File: src/rtl/serial_adder_pkg.sv
// rtl/serial_adder_pkg.sv - shared types and parameter checks for serial_adder
package serial_adder_pkg;

  typedef enum logic [1:0] {
    IDLE = 2'd0,
    RUN  = 2'd1,
    DONE = 2'd2
  } state_t;

  // True when the operand width splits evenly into whole chunks
  function automatic bit chunk_ok(input int width, input int chunk);
    return (width >= 1) && (chunk >= 1) && ((width % chunk) == 0);
  endfunction

endpackage

File: src/rtl/rca_slice.sv
// rtl/rca_slice.sv - combinational CHUNK-bit ripple-carry adder slice
module rca_slice #(
  parameter int CHUNK = 1
) (
  input  logic [CHUNK-1:0] x,
  input  logic [CHUNK-1:0] y,
  input  logic             ci,
  output logic [CHUNK-1:0] s,
  output logic             co
);

  logic [CHUNK:0] c;

  assign c[0] = ci;
  assign co   = c[CHUNK];

  // One full-adder cell per bit, carry rippling from bit 0 upward
  for (genvar i = 0; i < CHUNK; i++) begin : g_fa
    assign s[i]   = x[i] ^ y[i] ^ c[i];
    assign c[i+1] = (x[i] & y[i]) | (x[i] & c[i]) | (y[i] & c[i]);
  end

endmodule

File: src/rtl/serial_adder.sv
// rtl/serial_adder.sv - multi-cycle adder, CHUNK bits per clock, LSB chunk first
module serial_adder
  import serial_adder_pkg::*;
#(
  parameter int WIDTH = 8,
  parameter int CHUNK = 1
) (
  input  logic             clk,
  input  logic             rst,
  input  logic             start,
  input  logic [WIDTH-1:0] a,
  input  logic [WIDTH-1:0] b,
  input  logic             cin,
  output logic             busy,
  output logic             done,
  output logic [WIDTH-1:0] sum,
  output logic             carry
);

  localparam int NCHUNK = WIDTH / CHUNK;
  localparam int IW     = (NCHUNK > 1) ? $clog2(NCHUNK) : 1;
  localparam logic [IW-1:0] LAST = IW'(NCHUNK - 1);

  if (!chunk_ok(WIDTH, CHUNK)) begin : g_bad_chunk
    $error("serial_adder: WIDTH must be a non-zero multiple of CHUNK");
  end

  state_t           state;
  state_t           state_nx;
  logic [WIDTH-1:0] a_r;
  logic [WIDTH-1:0] b_r;
  logic [WIDTH-1:0] sum_r;
  logic             carry_r;
  logic             carry_q;
  logic [IW-1:0]    k;
  logic             accept;
  logic [CHUNK-1:0] sl_x;
  logic [CHUNK-1:0] sl_y;
  logic [CHUNK-1:0] sl_s;
  logic             sl_co;

  // A new operation may only begin when nothing is in flight
  assign accept = start && (state != RUN);

  assign sl_x = a_r[k*CHUNK +: CHUNK];
  assign sl_y = b_r[k*CHUNK +: CHUNK];

  rca_slice #(.CHUNK(CHUNK)) u_slice (
    .x  (sl_x),
    .y  (sl_y),
    .ci (carry_r),
    .s  (sl_s),
    .co (sl_co)
  );

  // State register
  always_ff @(posedge clk) begin
    if (rst) state <= IDLE;
    else     state <= state_nx;
  end

  // Next-state: RUN lasts exactly NCHUNK cycles, DONE lasts one
  always_comb begin
    state_nx = state;
    unique case (state)
      IDLE:    if (start) state_nx = RUN;
      RUN:     if (k == LAST) state_nx = DONE;
      DONE:    state_nx = start ? RUN : IDLE;
      default: state_nx = IDLE;
    endcase
  end

  // Handshake outputs decoded from state only
  always_comb begin
    busy = 1'b0;
    done = 1'b0;
    unique case (state)
      RUN:     busy = 1'b1;
      DONE:    done = 1'b1;
      default: ;
    endcase
  end

  // Datapath: carry_r seeds with cin so chunk 0 absorbs the carry-in; the
  // visible carry is only written on the last chunk so it reads 0 until then
  always_ff @(posedge clk) begin
    if (rst) begin
      a_r     <= '0;
      b_r     <= '0;
      sum_r   <= '0;
      carry_r <= 1'b0;
      carry_q <= 1'b0;
      k       <= '0;
    end else if (accept) begin
      a_r     <= a;
      b_r     <= b;
      sum_r   <= '0;
      carry_r <= cin;
      carry_q <= 1'b0;
      k       <= '0;
    end else if (state == RUN) begin
      sum_r[k*CHUNK +: CHUNK] <= sl_s;
      carry_r                 <= sl_co;
      k                       <= k + 1'b1;
      if (k == LAST) carry_q <= sl_co;
    end
  end

  assign sum   = sum_r;
  assign carry = carry_q;

endmodule

File: config.mk
export PLATFORM = sky130hd
export DESIGN_NAME = serial_adder
export DESIGN_NICKNAME = d
export VERILOG_FILES = /design/src/rtl/serial_adder_pkg.sv /design/src/rtl/rca_slice.sv /design/src/rtl/serial_adder.sv
export SDC_FILE = /design/constraint.sdc
export NUM_CORES = 1
export LEC_CHECK = 0
export ABC_AREA = 1
export BUFFER_PORTS_ARGS = -buffer_cell sky130_fd_sc_hd__buf_4
export CAP_MARGIN = 20
export CORE_UTILIZATION = 55
export DETAILED_ROUTE_END_ITERATION = 7
export PLACE_DENSITY_LB_ADDON = 0.2
export SLEW_MARGIN = 20
export SYNTH_ARGS = -nofsm -noshare
export SYNTH_HDL_FRONTEND = slang
export SYNTH_SLANG_ARGS = --single-unit
File: constraint.sdc
create_clock -name clk -period 4.1 [get_ports clk]
set_input_delay 0.41 -clock clk [delete_from_list [all_inputs] [get_ports clk]]
set_output_delay 0.41 -clock clk [all_outputs]
set_load 0.02 [all_outputs]
==> results of run 1 <==
-- flip-flops by register name, indices dropped and copies added, names as in the netlist --
signal	cells
sum	8
a_r	8
state	2
carry_r	1
carry	1
k	3
b_r	8
-- cell usage after synthesis, types with 2 or more instances --
| library cell | number | area, um2 |
|---|---|---|
| a21oi_1 | 9 | 45.0 |
| buf_2 | 2 | 10.0 |
| dfxtp_1 | 31 | 621 |
| ha_1 | 4 | 50.1 |
| inv_1 | 12 | 45.0 |
| inv_2 | 2 | 7.51 |
| inv_8 | 2 | 22.5 |
| nand2_1 | 27 | 101 |
| nand3_1 | 10 | 50.1 |
| nor2_1 | 53 | 199 |
| nor2_2 | 11 | 68.8 |
| o211ai_1 | 2 | 15.0 |
| o21ai_0 | 19 | 95.1 |
| o21ai_1 | 10 | 50.1 |
| o22ai_1 | 2 | 12.5 |
-- cell families (layout without fill, tap and decap cells) --
group / count (synthesis) / count (layout) / synth area share, %
and+or+nand+nor: 106 / 106 / 31.8
AOI/OAI and AO/OA: 42 / 42 / 14.4
DFF: 31 / 31 / 41.0
buffers and inverters: 22 / 55 / 8.26
adders and majority gates: 5 / 5 / 4.62
-- path summary, 6_finish.rpt --
| check | start | end | slack [ns] | cells after the start |
|---|---|---|---|---|
| worst min-delay path | rst | carry_r | 0.25 | 2 |
| worst min register to register | carry | carry | 0.47 | 2 |
| worst max-delay path | k[0] | sum[5] | 1.58 | 10 |
| worst max register to register | k[0] | sum[5] | 1.58 | 10 |
-- stage by stage --
stage / hold slack (ns) / utilization, % / instances / instance area (um2)
2_1_floorplan: 0.448 / - / 206 / 1520
3_3_place_gp: 0.451 / 68.1 / 261 / 1730
3_5_place_dp: 0.463 / 68.1 / 261 / 1730
4_1_cts: 0.239 / 70.1 / 269 / 1780
5_1_grt: 0.236 / 70.1 / 269 / 1780
6_report: 0.249 / 70.1 / 269 / 1780
-- area by class of cell --
class / count / area (um2)
Fill cell: 232 / 762
Clock inverter: 1 / 5.00
Clock buffer: 7 / 45.0
Timing Repair Buffer: 30 / 225
Tap cell: 30 / 37.5
Inverter: 17 / 80.1
Multi-Input combinational cell: 153 / 769
Sequential cell: 31 / 621
-- metal layers --
layer	wire, um	part of all wire, %	up-vias
li1	-	-	732
met3	125	4.4	6
met1	1230	44	620
met2	1430	51	26
met5	0	0	-
met4	38	1.3	0
-- power by group through the flow --
stage	Clock (mW)	Combinational, mW	Sequential [mW]
floorplan	0	0.0852	0.334
global placement	0	0.106	0.338
detailed placement	0	0.111	0.338
CTS	0.172	0.112	0.331
global route	0.188	0.126	0.333
finish	0.169	0.111	0.331
-- worst max-delay path, cell delays in order (launching register included) --
cell     delay [ns]
dfxtp_1        0.57
inv_1          0.28
o21ai_0        0.22
o22ai_1        0.08
o21ai_0        0.23
fa_1           0.49
nor2_1         0.18
nand2_1        0.14
nand3_1        0.12
nand2_1        0.06
nor2_1         0.08
==> flow_metrics.env, run 1 <==
export IMPL_run_status="finished, final reports clean"
export IMPL_p_sw_mw=0.180
export IMPL_fp_dieArea_mm2=0.00297
export IMPL_post_synth_inst_count=206
export IMPL_pwr_share_clk_pct=27.6
export IMPL_global_route_usage_met2_pct=39.6
export IMPL_groute_usage_overall_pct=22.9
export IMPL_mostFrequentLayoutCell="nor2_1"
export IMPL_setup_worst_path_class="reg -> reg"
export IMPL_synth_sequential_area_ratio_pct=41.0
export IMPL_p_comb_share_pct=18.2
export IMPL_routed_wirelength_mm=2.82
export IMPL_mappedNetlistArea_mm2=0.00152
export IMPL_grt_first_pass_wirelength_mm=4.74
export IMPL_tightest_slew_ns=0.450
export IMPL_ant_nets=0
export IMPL_detailed_place_hpwl_mm=2.14
export IMPL_die_height_um=54.5
export IMPL_arrival_ns=2.79
export IMPL_share_of_flip_flops_with_an_asynchronous_set_or_reset_after_synthesis_pct=0
export IMPL_cts_root_to_sink_buffers=2
export IMPL_detailedRoute_firstIterationViolations=32
export IMPL_wl_per_cell_um=10.5
export IMPL_portBuffers=30
export IMPL_cp_max_fo=14
export IMPL_synthesis_area_per_instance_um2=7.36
export IMPL_start_util_pct=59.5
export IMPL_maximum_capacitance_violations=0
export IMPL_synth_top_flop_cell="dfxtp_1"
export IMPL_cts_inserted_buffers=5
export IMPL_detailroute_via_count=1384
export IMPL_switching_share_pct=29.5
export IMPL_core_outline_area_mm2=0.00254
export IMPL_buffers_inserted_during_post_cts_setup_optimization=0
export IMPL_yosys_cell_types_count=25
export IMPL_grt_remaining_overflow=0
export IMPL_preCtsSetupSlack_ns=1.65
export IMPL_final_layout_size_suffix_gt1_share_pct=23.0
export IMPL_worst_slack_ns=1.58
export IMPL_holdBufCountCts=0
export IMPL_worst_skew_pair_late_latency_ns=0.34
export IMPL_worstPathRequired_ns=4.37
export IMPL_cts_htree_levels=2
export IMPL_diodes=0
export IMPL_gpl_final_weighted_congestion=0.876
export IMPL_highest_count_cells_in_the_layout_ignoring_fill_and_taps="53 x nor2_1, 31 x dfxtp_1, 30 x buf_4"
export IMPL_synthesis_yosys_warnings=0
export IMPL_rsz0062_at_grt="no"
export IMPL_drcViolationCount=0
export IMPL_synthesis_nets=231
export IMPL_met3_routing_resource_usage_after_global_routing_pct=9.17
export IMPL_yosys_register_bits=31
export IMPL_first_global_vias=1204
export IMPL_clk_root_buffer_cell="clkbuf_4"
export IMPL_p_leak_nw=0.782
export IMPL_cellPowerDensity_mw_per_mm2=342
export IMPL_grt_max_degree=19
export IMPL_timing_critical_path_from_type="register"
export IMPL_achievable_frequency_mhz=397
export IMPL_timing_clock_skew_ns=0.00796
export IMPL_critical_path_endpoint_type="register"
export IMPL_cts_resized=0
export IMPL_setup_violations_final=0
export IMPL_fin_setup_tns_ns=0
export IMPL_rows=18
export IMPL_die_width_um=54.5
export IMPL_route_detailed_vias_per_inst=5.14
export IMPL_grt_use_met1_pct=24.7
export IMPL_final_net_count=263
export IMPL_cts_tree="yes"
export IMPL_num_io_pins=31
export IMPL_total_power_mw=0.610
export IMPL_layout_worst_path_cycle_share_pct=61.4
export IMPL_synth_enable_flop_cells=0
export IMPL_finalCriticalPeriod_ns=2.52
export IMPL_worst_slew_margin_rel_pct=70.0
export IMPL_number_of_hold_slack_violations_in_the_final_timing_report=0
export IMPL_peak_usage_layer_in_the_global_routing_report="met2"
export IMPL_area_growth_pct=17.7
export IMPL_antenna_violations_before_repair=0
export IMPL_power_report_internal_total_mw=0.431
export IMPL_drt_first_pass_iters=4
export IMPL_power_share_sequential_pct=54.2
export IMPL_maxSlewViolCount=0
export IMPL_clock_sinks=31
export IMPL_hp_class="in -> reg"
export IMPL_register_clock_pin_slew_on_the_reported_worst_setup_and_hold_paths_ns=0.09
export IMPL_worst_ir_drop_vdd_mv=0.252
No activity file was read; power rests on OpenSTA's default activity.
==> run 2: changes to the inputs <==
Settings changed: ABC_AREA 1 to 0, CORE_UTILIZATION 55 to 48.
Clock period 4.1 ns to 2.27 ns, I/O delays scaled along.
==> run 2 against run 1 <==
Worst setup slack worse by 1.5 ns. Worst hold slack worse by 0.10 ns. First-iteration DRC count is 16% lower. Utilization shrank 9.9 points. Fmax rose by 16%. Clock power is 110% higher. Routed wire length up 13%. Count of clock-buffer cells in the layout increased by 1. Critical endpoint is now sum[6].
==> flow_metrics.env, run 2 <==
export IMPL_run_status="finished, final reports clean"
export IMPL_finalCriticalPeriod_ns=2.16
export IMPL_synth_enable_flop_cells=0
export IMPL_fin_cells=235
export IMPL_yosysTopAreaCell="dfxtp_1"
export IMPL_cell_with_the_most_instances_after_synthesis="dfxtp_1"
export IMPL_number_of_hold_slack_violations_in_the_final_timing_report=0
export IMPL_cp_max_fo=7
export IMPL_route_detailed_vias_per_inst=5.46
export IMPL_gpl_final_weighted_congestion=0.871
export IMPL_cts_tree="yes"
export IMPL_layout_worst_path_cycle_share_pct=95.3
export IMPL_power_share_sequential_pct=52.0
export IMPL_mappedNetlistArea_mm2=0.00152
export IMPL_rr_endpoint="sum[6]"
export IMPL_groute_usage_overall_pct=21.6
export IMPL_critical_path_endpoint_type="register"
export IMPL_switching_share_pct=26.1
export IMPL_clk_root_buffer_cell="clkbuf_4"
export IMPL_rows=20
export IMPL_mostFrequentLayoutCell="buf_4"
export IMPL_arrival_ns=2.42
export IMPL_highest_count_cells_in_the_layout_ignoring_fill_and_taps="32 x buf_4, 30 x dfxtp_1, 24 x a21oi_1"
export IMPL_tightest_slew_ns=0.422
export IMPL_peak_usage_layer_in_the_global_routing_report="met2"
export IMPL_synth_area_leaders="dfxtp_1 41%, a21oi_1 7.9%, mux4_2 5.9%"
export IMPL_crit_path_cell_trace="mux4_2 > mux2i_2 > fa_2 > nor3_2 > nand4_1 > a21oi_1"
export IMPL_synth_sequential_area_ratio_pct=40.9
export IMPL_met3_routing_resource_usage_after_global_routing_pct=7.37
export IMPL_fp_dieArea_mm2=0.00339
export IMPL_detailedRoute_firstIterationViolations=27
export IMPL_maxSlewViolCount=0
export IMPL_crit_slowest_cell="fa_2"
export IMPL_worst_ir_drop_vdd_mv=0.389
export IMPL_register_clock_pin_slew_on_the_reported_worst_setup_and_hold_paths_ns=0.09
export IMPL_r2r_cell_count=6
export IMPL_p_comb_share_pct=15.5
export IMPL_pwr_share_clk_pct=32.5
export IMPL_synthesis_area_per_instance_um2=9.20
export IMPL_maximum_capacitance_violations=0
export IMPL_yosys_area_top_type_share_pct=40.9
export IMPL_ff2ff_setup_slack_ns=0.11
export IMPL_detailed_place_area_mm2=0.00174
export IMPL_start_util_pct=50.1
export IMPL_wl_per_cell_um=13.6
export IMPL_critical_path_max_stage_delay_ns=0.54
export IMPL_worst_hold_path_endpoint="b_r[4]"
export IMPL_post_route_cell_area_mm2=0.00182
export IMPL_detailed_place_hpwl_mm=2.22
export IMPL_buffers_inserted_during_post_cts_setup_optimization=0
export IMPL_diodes=0
export IMPL_routed_wirelength_mm=3.20
export IMPL_grt_max_degree=25
export IMPL_die_width_um=58.2
export IMPL_holdBufCountCts=0
export IMPL_synth_top_flop_cell="dfxtp_1"
export IMPL_global_route_usage_met2_pct=33.7
export IMPL_post_synth_inst_count=165
export IMPL_area_growth_pct=20.1
export IMPL_portBuffers=30
export IMPL_p_sw_mw=0.291
export IMPL_total_power_mw=1.11
export IMPL_multi_input_area_um2=801
export IMPL_grt_use_met1_pct=27.4
export IMPL_detailroute_via_count=1284
export IMPL_cts_root_to_sink_buffers=2
export IMPL_area_sequential_um2=624
export IMPL_clock_sinks=31
export IMPL_cts_inserted_buffers=5
export IMPL_worst_slew_margin_rel_pct=71.9
export IMPL_setup_violations_final=0
export IMPL_final_layout_size_suffix_gt1_share_pct=30.9
export IMPL_yosys_cell_types_count=35
export IMPL_drcViolationCount=0
export IMPL_num_io_pins=31
export IMPL_achievable_frequency_mhz=462
export IMPL_power_report_internal_total_mw=0.823
export IMPL_post_layout_utilization_of_the_core_pct=60.2
export IMPL_yosys_register_bits=31
export IMPL_p_leak_nw=0.687
export IMPL_share_of_flip_flops_with_an_asynchronous_set_or_reset_after_synthesis_pct=0
export IMPL_timing_clock_skew_ns=0.00605
export IMPL_synthTopCellsByCount="31 x dfxtp_1, 24 x a21oi_1, 17 x nand3_1"
export IMPL_ant_nets=0
export IMPL_timing_hold_worst_start="b[4]"
export IMPL_cellPowerDensity_mw_per_mm2=611
export IMPL_drt_first_pass_iters=4
export IMPL_synthesis_yosys_warnings=0
export IMPL_filler_cell_count=275
export IMPL_worstPathRequired_ns=2.53
export IMPL_core_outline_area_mm2=0.00303
export IMPL_hp_class="in -> reg"
export IMPL_cts_htree_levels=2
export IMPL_r2r_start="k[1]"
export IMPL_final_net_count=215
export IMPL_setup_worst_path_class="reg -> reg"
export IMPL_antenna_violations_before_repair=0
export IMPL_worstHoldPathCells=3
export IMPL_die_height_um=58.2
export IMPL_timing_critical_path_from_type="register"
export IMPL_worst_skew_pair_late_latency_ns=0.33
export IMPL_synthesis_nets=190
export IMPL_grt_first_pass_wirelength_mm=5.39
export IMPL_first_global_vias=1165
export IMPL_dp_cells=227
export IMPL_grt_remaining_overflow=0
run 2: cell count changes in the layout (fill, tap and decap cells not counted), sizes merged, moves of 7 or more:
cell / before / now
nor2: 65 / 4
nand2: 29 / 8
a21oi: 9 / 28
o21ai: 29 / 16
inv: 16 / 9
nand3: 10 / 17
run 2: cell families (layout without fill, tap and decap cells):
family | after synthesis | in the layout | share of synthesized area, %
compound gates | 56 | 56 | 22.3
fa+ha+maj | 5 | 5 | 4.62
buf+inv | 23 | 49 | 7.34
flops | 31 | 31 | 40.9
mux | 6 | 6 | 7.26
simple gates | 44 | 44 | 17.6
run 2: power groups by stage:
| stage | clock network [mW] | logic [mW] | registers, mW |
|---|---|---|---|
| 3_3_place_gp | 0 | 0.161 | 0.593 |
| 6_report | 0.363 | 0.173 | 0.579 |
| 5_1_grt | 0.405 | 0.191 | 0.582 |
| 2_1_floorplan | 0 | 0.115 | 0.590 |
| 3_5_place_dp | 0 | 0.165 | 0.592 |
| 4_1_cts | 0.368 | 0.170 | 0.580 |
run 2: what timing repair did:
| action | in CTS | in global routing |
|---|---|---|
| hold endpoints to repair | 0 | 0 |
| setup endpoints to repair | 2 | 2 |
| gates cloned | 0 | 0 |
| resized for setup | 3 | 3 |
| pin swaps | 0 | 1 |
run 2: cell type report:
class                   count  area share (%)
repair buffers             32            13.2
clock buffers               8            3.77
inverters                   9            1.85
flip-flops and latches     31            34.2
multi-input cells         111            43.9
well taps                  44            3.02
run 2: metrics by stage:
step                hold slack, ns  worst slack (ns)  TNS [ns]
finish                       0.148             0.107         0
global route                 0.135          -0.00316  -0.00316
CTS                          0.139            0.0273         0
detailed placement           0.466            -0.106    -0.205
global placement             0.467            0.0100         0
floorplan                    0.375             0.131         0
run 2: layer usage:
metal,share of wire (%),wire [um]
met2,47,1490
met3,4.4,141
met4,0.59,19
met1,48,1540
met5,0,0
run 2: how the worst max path moves through the flow:
stage	from	end	slack, ns	cells past startpoint
floorplan	k[1]	sum[2]	0.13	7
CTS	k[1]	sum[6]	0.03	6
detailed placement	k[1]	sum[6]	-0.11	6
finish	k[1]	sum[6]	0.11	6
global placement	k[1]	sum[2]	0.01	6
global route	k[1]	sum[6]	-0.003	6
run 2: worst max-delay path, delay by kind of cell (launching register included):
kind	cells	cell delay, ns
DFF	1	0.40
adders and majority gates	1	0.54
and+or+nand+nor	2	0.29
muxes	2	0.72
AOI/OAI and AO/OA	1	0.14
==> run 3: changes to the inputs <==
Settings changed: CORE_UTILIZATION 48 to 53.
Clock period 2.27 ns to 2.3 ns, I/O delays scaled along.
==> run 3 against run 2 <==
Non-clock buffer count unchanged. Design area fell by 1.9%. Critical endpoint is now sum[2]. Worst setup slack improved by 0.058 ns. Clock skew about the same. Worst hold slack hardly changed. Die area shrank 9.1%. Clock power fell by 10%. Count of clock-buffer cells in the layout down 2. Critical path depth stayed put. Routed wire length shrank 0.41%. Via count is essentially flat.
==> flow_metrics.env, run 3 (synthesis results as in run 2) <==
export IMPL_worst_slew_margin_rel_pct=72.4
export IMPL_detailed_place_area_mm2=0.00172
export IMPL_dp_cells=214
export IMPL_cellPowerDensity_mw_per_mm2=596
export IMPL_timing_clock_skew_ns=0.00654
export IMPL_die_height_um=55.5
export IMPL_rows=19
export IMPL_rsz0062_at_grt="yes"
export IMPL_portBuffers=30
export IMPL_route_detailed_vias_per_inst=5.81
export IMPL_run_status="finished, final reports clean"
export IMPL_worst_ir_drop_vdd_mv=0.523
export IMPL_grt_remaining_overflow=0
export IMPL_final_layout_size_suffix_gt1_share_pct=30.5
export IMPL_setup_worst_path_class="reg -> reg"
export IMPL_preCtsSetupSlack_ns=0.0100
export IMPL_core_outline_area_mm2=0.00273
export IMPL_critical_path_max_stage_delay_ns=0.52
export IMPL_detailedRoute_firstIterationViolations=46
export IMPL_timing_critical_path_from_type="register"
export IMPL_final_net_count=215
export IMPL_count_of_buffer_and_inverter_cells_on_the_critical_path=0
export IMPL_antenna_violations_before_repair=0
export IMPL_area_growth_pct=17.8
export IMPL_groute_usage_overall_pct=22.9
export IMPL_worstPathRequired_ns=2.57
export IMPL_num_io_pins=31
export IMPL_critical_path_top_delay_family="multiplexers"
export IMPL_start_util_pct=55.5
export IMPL_maximum_capacitance_violations=0
export IMPL_detailed_place_hpwl_mm=2.19
export IMPL_post_layout_utilization_of_the_core_pct=65.4
export IMPL_crit_path_cell_trace="mux4_2 > mux2i_1 > fa_2 > nor3_2 > nand4_1 > a21oi_1"
export IMPL_layout_worst_path_cycle_share_pct=92.8
export IMPL_tightest_slew_ns=0.413
export IMPL_worst_skew_pair_late_latency_ns=0.33
export IMPL_p_leak_nw=0.693
export IMPL_ff2ff_setup_slack_ns=0.17
export IMPL_cts_tree="yes"
export IMPL_achievable_frequency_mhz=469
export IMPL_worst_slack_ns=0.166
export IMPL_fin_setup_tns_ns=0
export IMPL_crit_slowest_cell="fa_2"
export IMPL_critical_path_endpoint_type="register"
export IMPL_wl_per_cell_um=14.4
export IMPL_diodes=0
export IMPL_hp_class="in -> reg"
export IMPL_cts_inserted_buffers=5
export IMPL_drt_first_pass_iters=4
export IMPL_detailroute_via_count=1283
export IMPL_arrival_ns=2.40
export IMPL_drcViolationCount=0
export IMPL_fp_dieArea_mm2=0.00308
export IMPL_finalCriticalPeriod_ns=2.13
export IMPL_clock_sinks=31
export IMPL_die_width_um=55.5
export IMPL_number_of_hold_slack_violations_in_the_final_timing_report=0
export IMPL_cts_htree_levels=2
export IMPL_clk_root_buffer_cell="clkbuf_4"
export IMPL_mostFrequentLayoutCell="buf_4"
export IMPL_post_route_cell_area_mm2=0.00179
export IMPL_highest_count_cells_in_the_layout_ignoring_fill_and_taps="32 x buf_4, 29 x dfxtp_1, 24 x a21oi_1"
export IMPL_grt_first_pass_wirelength_mm=5.51
export IMPL_maxSlewViolCount=0
export IMPL_cts_root_to_sink_buffers=2
export IMPL_cp_max_fo=5
export IMPL_register_clock_pin_slew_on_the_reported_worst_setup_and_hold_paths_ns=0.10
export IMPL_fin_cells=221
export IMPL_gpl_final_weighted_congestion=0.798
export IMPL_holdBufCountCts=0
export IMPL_routed_wirelength_mm=3.18
export IMPL_grt_max_degree=25
export IMPL_first_global_vias=1240
export IMPL_ant_nets=0
export IMPL_setup_violations_final=0
-- run 3: cell types whose count changed in the layout (fill, tap and decap cells not counted) --
cell      change
mux2i_1       +2
clkbuf_1      -1
dfxtp_2       +1
clkinv_2      +1
clkbuf_8      -1
dfxtp_1       -1
mux2i_2       -2
-- run 3: area by class of cell --
| class | instances | area (um2) |
|---|---|---|
| flip-flops and latches | 31 | 626 |
| fillers | 238 | 946 |
| repair buffers | 32 | 240 |
| clock buffers | 6 | 51.3 |
| clock inverters | 1 | 5.00 |
| multi-input cells | 111 | 793 |
| inverters | 9 | 33.8 |
| well taps | 31 | 38.8 |
-- run 3: layer usage --
| layer | part of all wire, % | GRT usage (%) | vias up |
|---|---|---|---|
| met1 | 44 | 25.5 | 602 |
| met4 | 1.3 | 8.21 | 0 |
| met3 | 4.5 | 7.96 | 6 |
| li1 | - | - | 647 |
| met2 | 51 | 40.3 | 28 |
| met5 | 0 | 0 | - |
-- run 3: stage by stage --
| stage | power, mW | hold slack (ns) |
|---|---|---|
| 2_1_floorplan | 0.696 | 0.378 |
| 3_3_place_gp | 0.746 | 0.466 |
| 3_5_place_dp | 0.752 | 0.467 |
| 4_1_cts | 1.07 | 0.142 |
| 5_1_grt | 1.12 | 0.135 |
| 6_report | 1.07 | 0.148 |
-- run 3: worst register-to-register path, cell delays in order, from the launching register on --
cell and delay [ns]:
dfxtp_4 0.40, mux4_2 0.49, mux2i_1 0.23, fa_2 0.52, nor3_2 0.17, nand4_1 0.12, a21oi_1 0.15
-- run 3: final timing paths --
path,startpoint,to,depth (start not counted)
max,k[1],sum[2],6
min,a[0],a_r[0],3
max reg2reg,k[1],sum[2],6
min reg2reg,b_r[4],b_r[4],2
-- run 3: repair_timing --
item	in CTS	in global routing
endpoints found under the setup margin	2	2
cloned	0	0
resized for setup	1	4
buffers inserted	0	0
-- run 3: where the power goes --
group	internal, mW	switching (mW)
sequential	0.558	0.0154
clock	0.141	0.183
combinational	0.0758	0.0922
total	0.775	0.291
